**config.mk**
```make
export PLATFORM = sky130hd
export DESIGN_NAME = led_seq_ctrl_flat
export DESIGN_NICKNAME = d
export VERILOG_FILES = /design/src/rtl/led_seq_ctrl_if.sv /design/src/rtl/led_seq_ctrl.sv /design/src/flat_wrapper.sv
export SDC_FILE = /design/constraint.sdc
export NUM_CORES = 1
export LEC_CHECK = 0
export CAP_MARGIN = 20
export CORE_UTILIZATION = 50
export CTS_CLUSTER_DIAMETER = 120
export DETAILED_ROUTE_END_ITERATION = 10
export GPL_TIMING_DRIVEN = 0
export PLACE_DENSITY = 0.71
export SLEW_MARGIN = 20
export SYNTH_ARGS = -nofsm -noshare
export SYNTH_HDL_FRONTEND = slang
export SYNTH_SLANG_ARGS = --single-unit
```
**constraint.sdc**
```tcl
create_clock -name sys_clk -period 9.9 [get_ports sys_clk]
set_input_delay 2.97 -clock sys_clk [delete_from_list [all_inputs] [get_ports sys_clk]]
set_output_delay 2.97 -clock sys_clk [all_outputs]
set_load 0.05 [all_outputs]
```
**src/rtl/led_seq_ctrl_if.sv**
```systemverilog
// ---------------------------------------------------------------------------
// led_seq_ctrl_if
//
// Command bus between the board control master and the LED sequencer.
// A command transfers on a rising clock edge where cmd_valid and cmd_ready
// are both high.
//
// Signals:
//   cmd_valid  master -> slave  command present
//   cmd_ready  slave  -> master command can be accepted this cycle
//   cmd_op     master -> slave  0=NOP, 1=START, 2=PAUSE/RESUME, 3=STOP
//   cmd_mode   master -> slave  0=SHIFT_R, 1=SHIFT_L, 2=BLINK, 3=BOUNCE
//   cmd_div    master -> slave  clocks per step (0 selects the default)
//   cmd_loops  master -> slave  pattern cycles to run (0 = forever)
//
// Parameters:
//   DIV_W   width of cmd_div
//   LOOP_W  width of cmd_loops
// ---------------------------------------------------------------------------
interface led_seq_ctrl_if #(
  parameter int DIV_W  = 18,
  parameter int LOOP_W = 8
);

  logic              cmd_valid;
  logic              cmd_ready;
  logic [1:0]        cmd_op;
  logic [1:0]        cmd_mode;
  logic [DIV_W-1:0]  cmd_div;
  logic [LOOP_W-1:0] cmd_loops;

  modport master (
    output cmd_valid,
    output cmd_op,
    output cmd_mode,
    output cmd_div,
    output cmd_loops,
    input  cmd_ready
  );

  modport slave (
    input  cmd_valid,
    input  cmd_op,
    input  cmd_mode,
    input  cmd_div,
    input  cmd_loops,
    output cmd_ready
  );

endinterface

```
**src/rtl/led_seq_ctrl.sv**
```systemverilog
// ---------------------------------------------------------------------------
// led_seq_ctrl
//
// Command-driven sequencer for the 8-bit board LED bank. A control master
// issues START / PAUSE / STOP commands over the led_seq_ctrl_if bus. After
// START the block runs a programmable step prescaler and steps through one
// of four display patterns for a programmed number of loops (or forever).
// This block is the only driver of LED.
//
// Ports:
//   sys_clk    in   system clock, rising edge
//   sys_rst_n  in   asynchronous active-low reset
//   cmd        slave modport of led_seq_ctrl_if (valid/ready command bus)
//   LED        out  8-bit LED drive, 1 = lit (registered)
//   busy       out  high while running or paused (registered)
//   done       out  one-cycle pulse when the programmed loops complete
//
// Parameters:
//   DIV_W    width of the step prescaler and cmd_div
//   LOOP_W   width of the loop counter and cmd_loops
//   DEF_DIV  divisor used when cmd_div == 0 (truncated to DIV_W bits)
//
// Build option:
//   LED_SEQ_GAP_EN  when defined, every pattern step is followed by a dark
//                   sub-step of equal length (BLINK excepted).
// ---------------------------------------------------------------------------
module led_seq_ctrl #(
  parameter int DIV_W   = 18,
  parameter int LOOP_W  = 8,
  parameter int DEF_DIV = 100000
) (
  input  logic                 sys_clk,
  input  logic                 sys_rst_n,
  led_seq_ctrl_if.slave        cmd,
  output logic [7:0]           LED,
  output logic                 busy,
  output logic                 done
);

  typedef enum logic [1:0] {
    ST_IDLE  = 2'd0,
    ST_RUN   = 2'd1,
    ST_PAUSE = 2'd2
  } state_t;

  typedef enum logic [1:0] {
    MODE_SHIFT_R = 2'd0,
    MODE_SHIFT_L = 2'd1,
    MODE_BLINK   = 2'd2,
    MODE_BOUNCE  = 2'd3
  } mode_t;

  // Opcode 0 is a no-op: it is accepted and simply falls through.
  localparam logic [1:0] OP_START = 2'd1;
  localparam logic [1:0] OP_PAUSE = 2'd2;
  localparam logic [1:0] OP_STOP  = 2'd3;

  localparam logic [DIV_W-1:0] DEF_DIV_T = DEF_DIV[DIV_W-1:0];

`ifdef LED_SEQ_GAP_EN
  localparam logic GAP_EN = 1'b1;
`else
  localparam logic GAP_EN = 1'b0;
`endif

  state_t            state;
  mode_t             mode_r;
  logic [DIV_W-1:0]  div_r;
  logic [DIV_W-1:0]  tick_cnt;
  logic [LOOP_W-1:0] loops_r;
  logic [LOOP_W-1:0] loop_cnt;
  logic [3:0]        step;
  logic              gap_r;

  logic              tick;
  logic              accept;
  logic              gap_active;
  logic [DIV_W-1:0]  start_div;
  mode_t             start_mode;
  logic [3:0]        last_step;
  logic [3:0]        nxt_step;
  logic              nxt_gap;
  logic [7:0]        nxt_led;
  logic              wrap;
  logic [LOOP_W-1:0] loop_nxt;
  logic              complete;

  // LED value shown at step s of the given pattern.
  function automatic logic [7:0] pattern_at(input mode_t m, input logic [3:0] s);
    logic [7:0] p;
    p = 8'h00;
    case (m)
      MODE_SHIFT_R: p = 8'h80 >> s;
      MODE_SHIFT_L: p = 8'h01 << s;
      MODE_BLINK:   p = (s == 4'd0) ? 8'hFF : 8'h00;
      MODE_BOUNCE:  p = (s < 4'd8) ? (8'h80 >> s) : (8'h01 << (s - 4'd7));
      default:      p = 8'h00;
    endcase
    return p;
  endfunction

  // Index of the final step of each pattern's cycle.
  function automatic logic [3:0] last_step_of(input mode_t m);
    logic [3:0] l;
    case (m)
      MODE_BLINK:  l = 4'd1;
      MODE_BOUNCE: l = 4'd13;
      default:     l = 4'd7;
    endcase
    return l;
  endfunction

  // The step tick wins over a pending command, so the bus stalls on
  // tick cycles; the master has to keep the command asserted.
  assign tick          = (state == ST_RUN) && (tick_cnt == (div_r - DIV_W'(1)));
  assign cmd.cmd_ready = ~tick;
  assign accept        = cmd.cmd_valid & ~tick;

  assign start_div  = (cmd.cmd_div == '0) ? DEF_DIV_T : cmd.cmd_div;
  assign start_mode = mode_t'(cmd.cmd_mode);
  assign last_step  = last_step_of(mode_r);

  // BLINK already alternates lit/dark, so it never gets gap sub-steps.
  assign gap_active = GAP_EN && (mode_r != MODE_BLINK);

  // Work out where the next tick takes the sequence. With gaps enabled a
  // lit step first moves to its dark sub-step; the pattern index only
  // advances (and a wrap only counts) when leaving the dark sub-step.
  always_comb begin
    nxt_step = step;
    nxt_gap  = 1'b0;
    nxt_led  = 8'h00;
    wrap     = 1'b0;
    if (gap_active && !gap_r) begin
      nxt_gap = 1'b1;
    end else begin
      wrap     = (step == last_step);
      nxt_step = wrap ? 4'd0 : (step + 4'd1);
      nxt_led  = pattern_at(mode_r, nxt_step);
    end
  end

  // Loop counter saturates so an infinite run never rolls over into a
  // spurious completion.
  assign loop_nxt = (loop_cnt == '1) ? loop_cnt : (loop_cnt + LOOP_W'(1));
  assign complete = wrap && (loops_r != '0) && ((loop_cnt + LOOP_W'(1)) == loops_r);

  always_ff @(posedge sys_clk or negedge sys_rst_n) begin
    if (!sys_rst_n) begin
      state    <= ST_IDLE;
      mode_r   <= MODE_SHIFT_R;
      div_r    <= '0;
      tick_cnt <= '0;
      loops_r  <= '0;
      loop_cnt <= '0;
      step     <= 4'd0;
      gap_r    <= 1'b0;
      LED      <= 8'h00;
      busy     <= 1'b0;
      done     <= 1'b0;
    end else begin
      done <= 1'b0;
      if (accept && (cmd.cmd_op == OP_START)) begin
        // START from any state discards whatever sequence was in flight.
        state    <= ST_RUN;
        mode_r   <= start_mode;
        div_r    <= start_div;
        loops_r  <= cmd.cmd_loops;
        tick_cnt <= '0;
        loop_cnt <= '0;
        step     <= 4'd0;
        gap_r    <= 1'b0;
        LED      <= pattern_at(start_mode, 4'd0);
        busy     <= 1'b1;
      end else if (accept && (cmd.cmd_op == OP_STOP)) begin
        state <= ST_IDLE;
        gap_r <= 1'b0;
        LED   <= 8'h00;
        busy  <= 1'b0;
      end else if (accept && (cmd.cmd_op == OP_PAUSE) && (state == ST_RUN)) begin
        // Counters are left untouched on this edge so resume picks up
        // exactly where the pause froze them.
        state <= ST_PAUSE;
      end else if (accept && (cmd.cmd_op == OP_PAUSE) && (state == ST_PAUSE)) begin
        state <= ST_RUN;
      end else if (tick) begin
        tick_cnt <= '0;
        if (complete) begin
          state    <= ST_IDLE;
          step     <= 4'd0;
          gap_r    <= 1'b0;
          loop_cnt <= loop_nxt;
          LED      <= 8'h00;
          busy     <= 1'b0;
          done     <= 1'b1;
        end else begin
          step     <= nxt_step;
          gap_r    <= nxt_gap;
          LED      <= nxt_led;
          loop_cnt <= wrap ? loop_nxt : loop_cnt;
        end
      end else if (state == ST_RUN) begin
        tick_cnt <= tick_cnt + DIV_W'(1);
      end
    end
  end

endmodule

```
**src/flat_wrapper.sv**
```systemverilog
// flat-port wrapper written by rule: the top's interface ports become plain ports
module led_seq_ctrl_flat 
#(
  parameter int DIV_W   = 18,
  parameter int LOOP_W  = 8,
  parameter int DEF_DIV = 100000
)
  (sys_clk, sys_rst_n, LED, busy, done, cmd_cmd_valid, cmd_cmd_op, cmd_cmd_mode, cmd_cmd_div, cmd_cmd_loops, cmd_cmd_ready);
  led_seq_ctrl_if #(.DIV_W(DIV_W), .LOOP_W(LOOP_W)) cmd_i ();
  input  logic sys_clk;
  input  logic sys_rst_n;
  output logic [7:0] LED;
  output logic busy;
  output logic done;
  input wire logic [$bits(cmd_i.cmd_valid)-1:0] cmd_cmd_valid;
  input wire logic [$bits(cmd_i.cmd_op)-1:0] cmd_cmd_op;
  input wire logic [$bits(cmd_i.cmd_mode)-1:0] cmd_cmd_mode;
  input wire logic [$bits(cmd_i.cmd_div)-1:0] cmd_cmd_div;
  input wire logic [$bits(cmd_i.cmd_loops)-1:0] cmd_cmd_loops;
  output wire logic [$bits(cmd_i.cmd_ready)-1:0] cmd_cmd_ready;
  assign cmd_i.cmd_valid = cmd_cmd_valid;
  assign cmd_i.cmd_op = cmd_cmd_op;
  assign cmd_i.cmd_mode = cmd_cmd_mode;
  assign cmd_i.cmd_div = cmd_cmd_div;
  assign cmd_i.cmd_loops = cmd_cmd_loops;
  assign cmd_cmd_ready = cmd_i.cmd_ready;
  led_seq_ctrl #(.DIV_W(DIV_W), .LOOP_W(LOOP_W), .DEF_DIV(DEF_DIV)) u_core (.sys_clk(sys_clk), .sys_rst_n(sys_rst_n), .cmd(cmd_i), .LED(LED), .busy(busy), .done(done));
endmodule
```
==> impl_metrics.py <==
metrics = {
    "pwr": {
        "power.switching_uw": 283.2,
        "seqPwrFrac_pct": 44.8,
        "p_int_uw": 523.6,
        "p_leak_uw": 0.002311,
        "power-per-cell-area_nw_per_um2": 144.4,
        "ir_worst_vdd_mv": 0.08397,
        "sw_frac_of_total_pct": 35.10,
        "power_frac_clock_pct": 25.9,
        "pwr-share-comb_pct": 29.2,
        "finalPower_uw": 806.8,
    },
    "sta": {
        "fin_tns_setup_ps": 0,
        "hold_violations": 0,
        "fmax_ghz": 0.1450,
        "whs_ps": 503.8,
        "layout_min_cycle_time_ps": 6896,
        "finalMaxSlewViolations": 0,
        "skew_ps": 10.34,
        "rsz0062_at_grt": "false",
        "finalSetupViolations": 0,
        "relSlewSlack_pct": 56.18,
        "worst_pin_slew_ps": 648.1,
        "fin_crit_sh_pct": 69.66,
    },
    "synthesis": {
        "yosys_warnings": 0,
        "synth.area.top_cells": "dfrtp_1 (37%), nand2_1 (5.0%), nand3_1 (3.1%), mux2_2 (3.1%), o21ai_0 (2.9%)",
        "syn_inst": 548,
        "synth_compound_area_share_pct": 18.42,
        "yosysMostFrequentCell": "dfrtp_1",
        "synth_area_per_cell_um2": 8.752,
        "synth_top_family_by_area": "simple AND/OR/NAND/NOR gates",
        "yosys.area_share.simple_pct": 25.91,
        "synthXorXnorAreaFrac_pct": 5.844,
        "syn_nets": 592,
        "synth_edf_count": 0,
        "syn_area_um2": 4796,
        "synthTopCellsByCount": "dfrtp_1 (70), nand2_1 (64), nor2_1 (33)",
        "synthAdderAreaFrac_pct": 2.870,
        "synth_top_area_share_pct": 36.52,
        "synth_top_cell_by_area": "dfrtp_1",
        "synth-seq-cells": 70,
        "synth_flop_cell": "dfrtp_1",
        "ys_seq_area_share_pct": 36.52,
        "synthMuxAreaShare_pct": 5.140,
        "synth.distinct_cells": 71,
        "synthArstFlopShare_pct": 100.0,
    },
    "floorplanning": {
        "num_rows": 35,
        "core_area_um2": 9284,
        "die_w_um": 99.94,
        "die_h_um": 99.94,
        "ioPinCount": 44,
        "die_area_um2": 9987,
        "initial_core_util_pct": 51.66,
    },
    "detailed_routing": {
        "num_vias": 4287,
        "via_per_inst": 5.817,
        "routed_wl_mm": 11.73,
        "dr.pass1.iters": 5,
        "drc": 0,
        "wire_per_inst_um": 15.91,
        "drt_iter0_markers": 252,
        "postRouteAntennaNets": 0,
    },
    "setup_path": {
        "rr_startpoint": "u_core.div_r[0]",
        "endpoint": "cmd_cmd_ready",
        "critical_path_class": "reg2out",
        "ff2ff_path_depth": 12,
        "worstSetupStartpointType": "flip-flop",
        "regToRegEndpoint": "u_core.busy",
        "arrival_ps": 3930,
        "cp_data_required_time_ps": 6930,
        "end_kind": "primary output",
        "r2r_setup_slack_ps": 5970,
        "startpoint": "u_core.div_r[0]",
        "cp_max_fo": 6,
    },
    "global_route": {
        "grt_pass1_vias": 4081,
        "grt_pass1_wl_mm": 20.01,
        "grt_max_degree": 56,
        "globalRouteTotalUtil_pct": 25.34,
        "overflow": 0,
        "antenna_found_initial": 0,
    },
    "min_path": {
        "hold_path_class": "reg2reg",
    },
    "clock_network": {
        "ctsResizeCount": 0,
        "cts_tree": "done",
        "postCtsSetupRepairBufs": 0,
        "numCtsBuffers": 9,
        "clock_latency_ps": 350,
        "clkTransAtPathRegs_ps": 80,
        "clock-sinks": 70,
        "htreeDepth": 3,
        "cts-root-buf": "clkbuf_8",
        "clock_path_buffers": 2,
        "ctsHoldBuffers": 0,
    },
    "flow_run": {
        "maxCapViolations": 0,
    },
    "cells_and_area": {
        "drive_above_1_share_pct": 10.36,
        "synthToLayoutAreaGrowth_pct": 16.54,
        "nFillCells": 839,
        "fin_nets": 647,
        "fin_util_pct": 60.20,
        "diodes": 0,
        "fin_area_um2": 5589,
    },
    "place": {
        "io_buffers": 43,
        "placed_area_um2": 5413,
        "gp_congestion": 0.8866,
        "dp_hpwl_mm": 8.842,
    },
    "outcome": {
        "status": "finished, final reports clean",
    },
}
## per-layer routing
| layer | routed length [um] | vias to the layer above | global-route usage, % |
|---|---|---|---|
| met5 | 0 | - | 0 |
| met4 | 206 | 0 | 8.371 |
| met3 | 464 | 20 | 4.109 |
| met2 | 5346 | 109 | 39.63 |
| met1 | 5711 | 2044 | 35.89 |
| li1 | - | 2114 | - |
## cell type report
type | instances | area [um^2] | area share, %
flip-flops and latches | 70 | 1752 | 31.34
clock buffers | 11 | 141.4 | 2.530
plain buffers | 31 | 171.4 | 3.067
clock inverters | 5 | 35.03 | 0.6268
multi-input cells | 425 | 2790 | 49.92
repair buffers | 44 | 455.4 | 8.149
inverters | 22 | 82.58 | 1.478
well taps | 129 | 161.4 | 2.888
## power groups by stage
| stage | clock network (uW) | registers (uW) | logic, uW |
|---|---|---|---|
| 6_report | 209 | 362 | 236 |
| 5_1_grt | 226 | 367 | 262 |
| 4_1_cts | 214 | 361 | 236 |
| 3_5_place_dp | 0 | 366 | 235 |
| 3_3_place_gp | 0 | 365 | 226 |
| 2_1_floorplan | 0 | 379 | 146 |
## sequential cells by signal (all words and copies together) (netlist names)
| register | cells |
|---|---|
| u_core.step | 4 |
| u_core.state | 2 |
| u_core.LED | 8 |
| u_core.mode_r | 2 |
| u_core.done | 1 |
| u_core.loops_r | 8 |
| u_core.div_r | 18 |
| u_core.loop_cnt | 8 |
| u_core.tick_cnt | 18 |
| u_core.busy | 1 |
## logic make-up after synthesis
group / count (synthesis)
adders and majority gates: 11
xor gates and xnor gates: 32
DFF: 70
and+or+nand+nor: 232
muxes: 23
AOI/OAI and AO/OA: 127
buffers and inverters: 53
## stage by stage
step / worst slack, ps / instances
2_1_floorplan: 4403 / 548
3_3_place_gp: 3438 / 720
3_5_place_dp: 3414 / 721
4_1_cts: 3005 / 737
5_1_grt: 2886 / 737
6_report: 3004 / 737
## worst min path at each step
| stage | from | end | slack (ps) | depth (start not counted) |
|---|---|---|---|---|
| 5_1_grt | u_core.busy | u_core.busy | 520 | 1 |
| 3_5_place_dp | u_core.busy | u_core.busy | 480 | 1 |
| 3_3_place_gp | u_core.busy | u_core.busy | 470 | 1 |
| 6_report | u_core.busy | u_core.busy | 500 | 1 |
| 4_1_cts | u_core.busy | u_core.busy | 500 | 1 |
| 2_1_floorplan | u_core.loops_r[4] | u_core.loops_r[4] | 470 | 2 |
## layout by cell type (no fill, tap or decap), types with 15 or more instances in the layout
cell type,instances
nor2_1,33
dfrtp_1,70
clkdlybuf4s50_1,42
o21ai_0,28
nand3_1,30
a21oi_1,27
nand2b_1,15
clkbuf_1,17
nand2_1,64
inv_1,21
xnor2_1,16
xor2_1,16
## worst max-delay path, stage by stage, from the launching register on
cell and delay, ps:
dfrtp_1 460, inv_1 90, ha_1 280, or4b_4 530, a211o_1 250, a21o_1 180, a222oi_1 370, nand3_1 270
or2_2 420, clkdlybuf4s50_1 720
No activity file was read; power rests on OpenSTA's default activity.
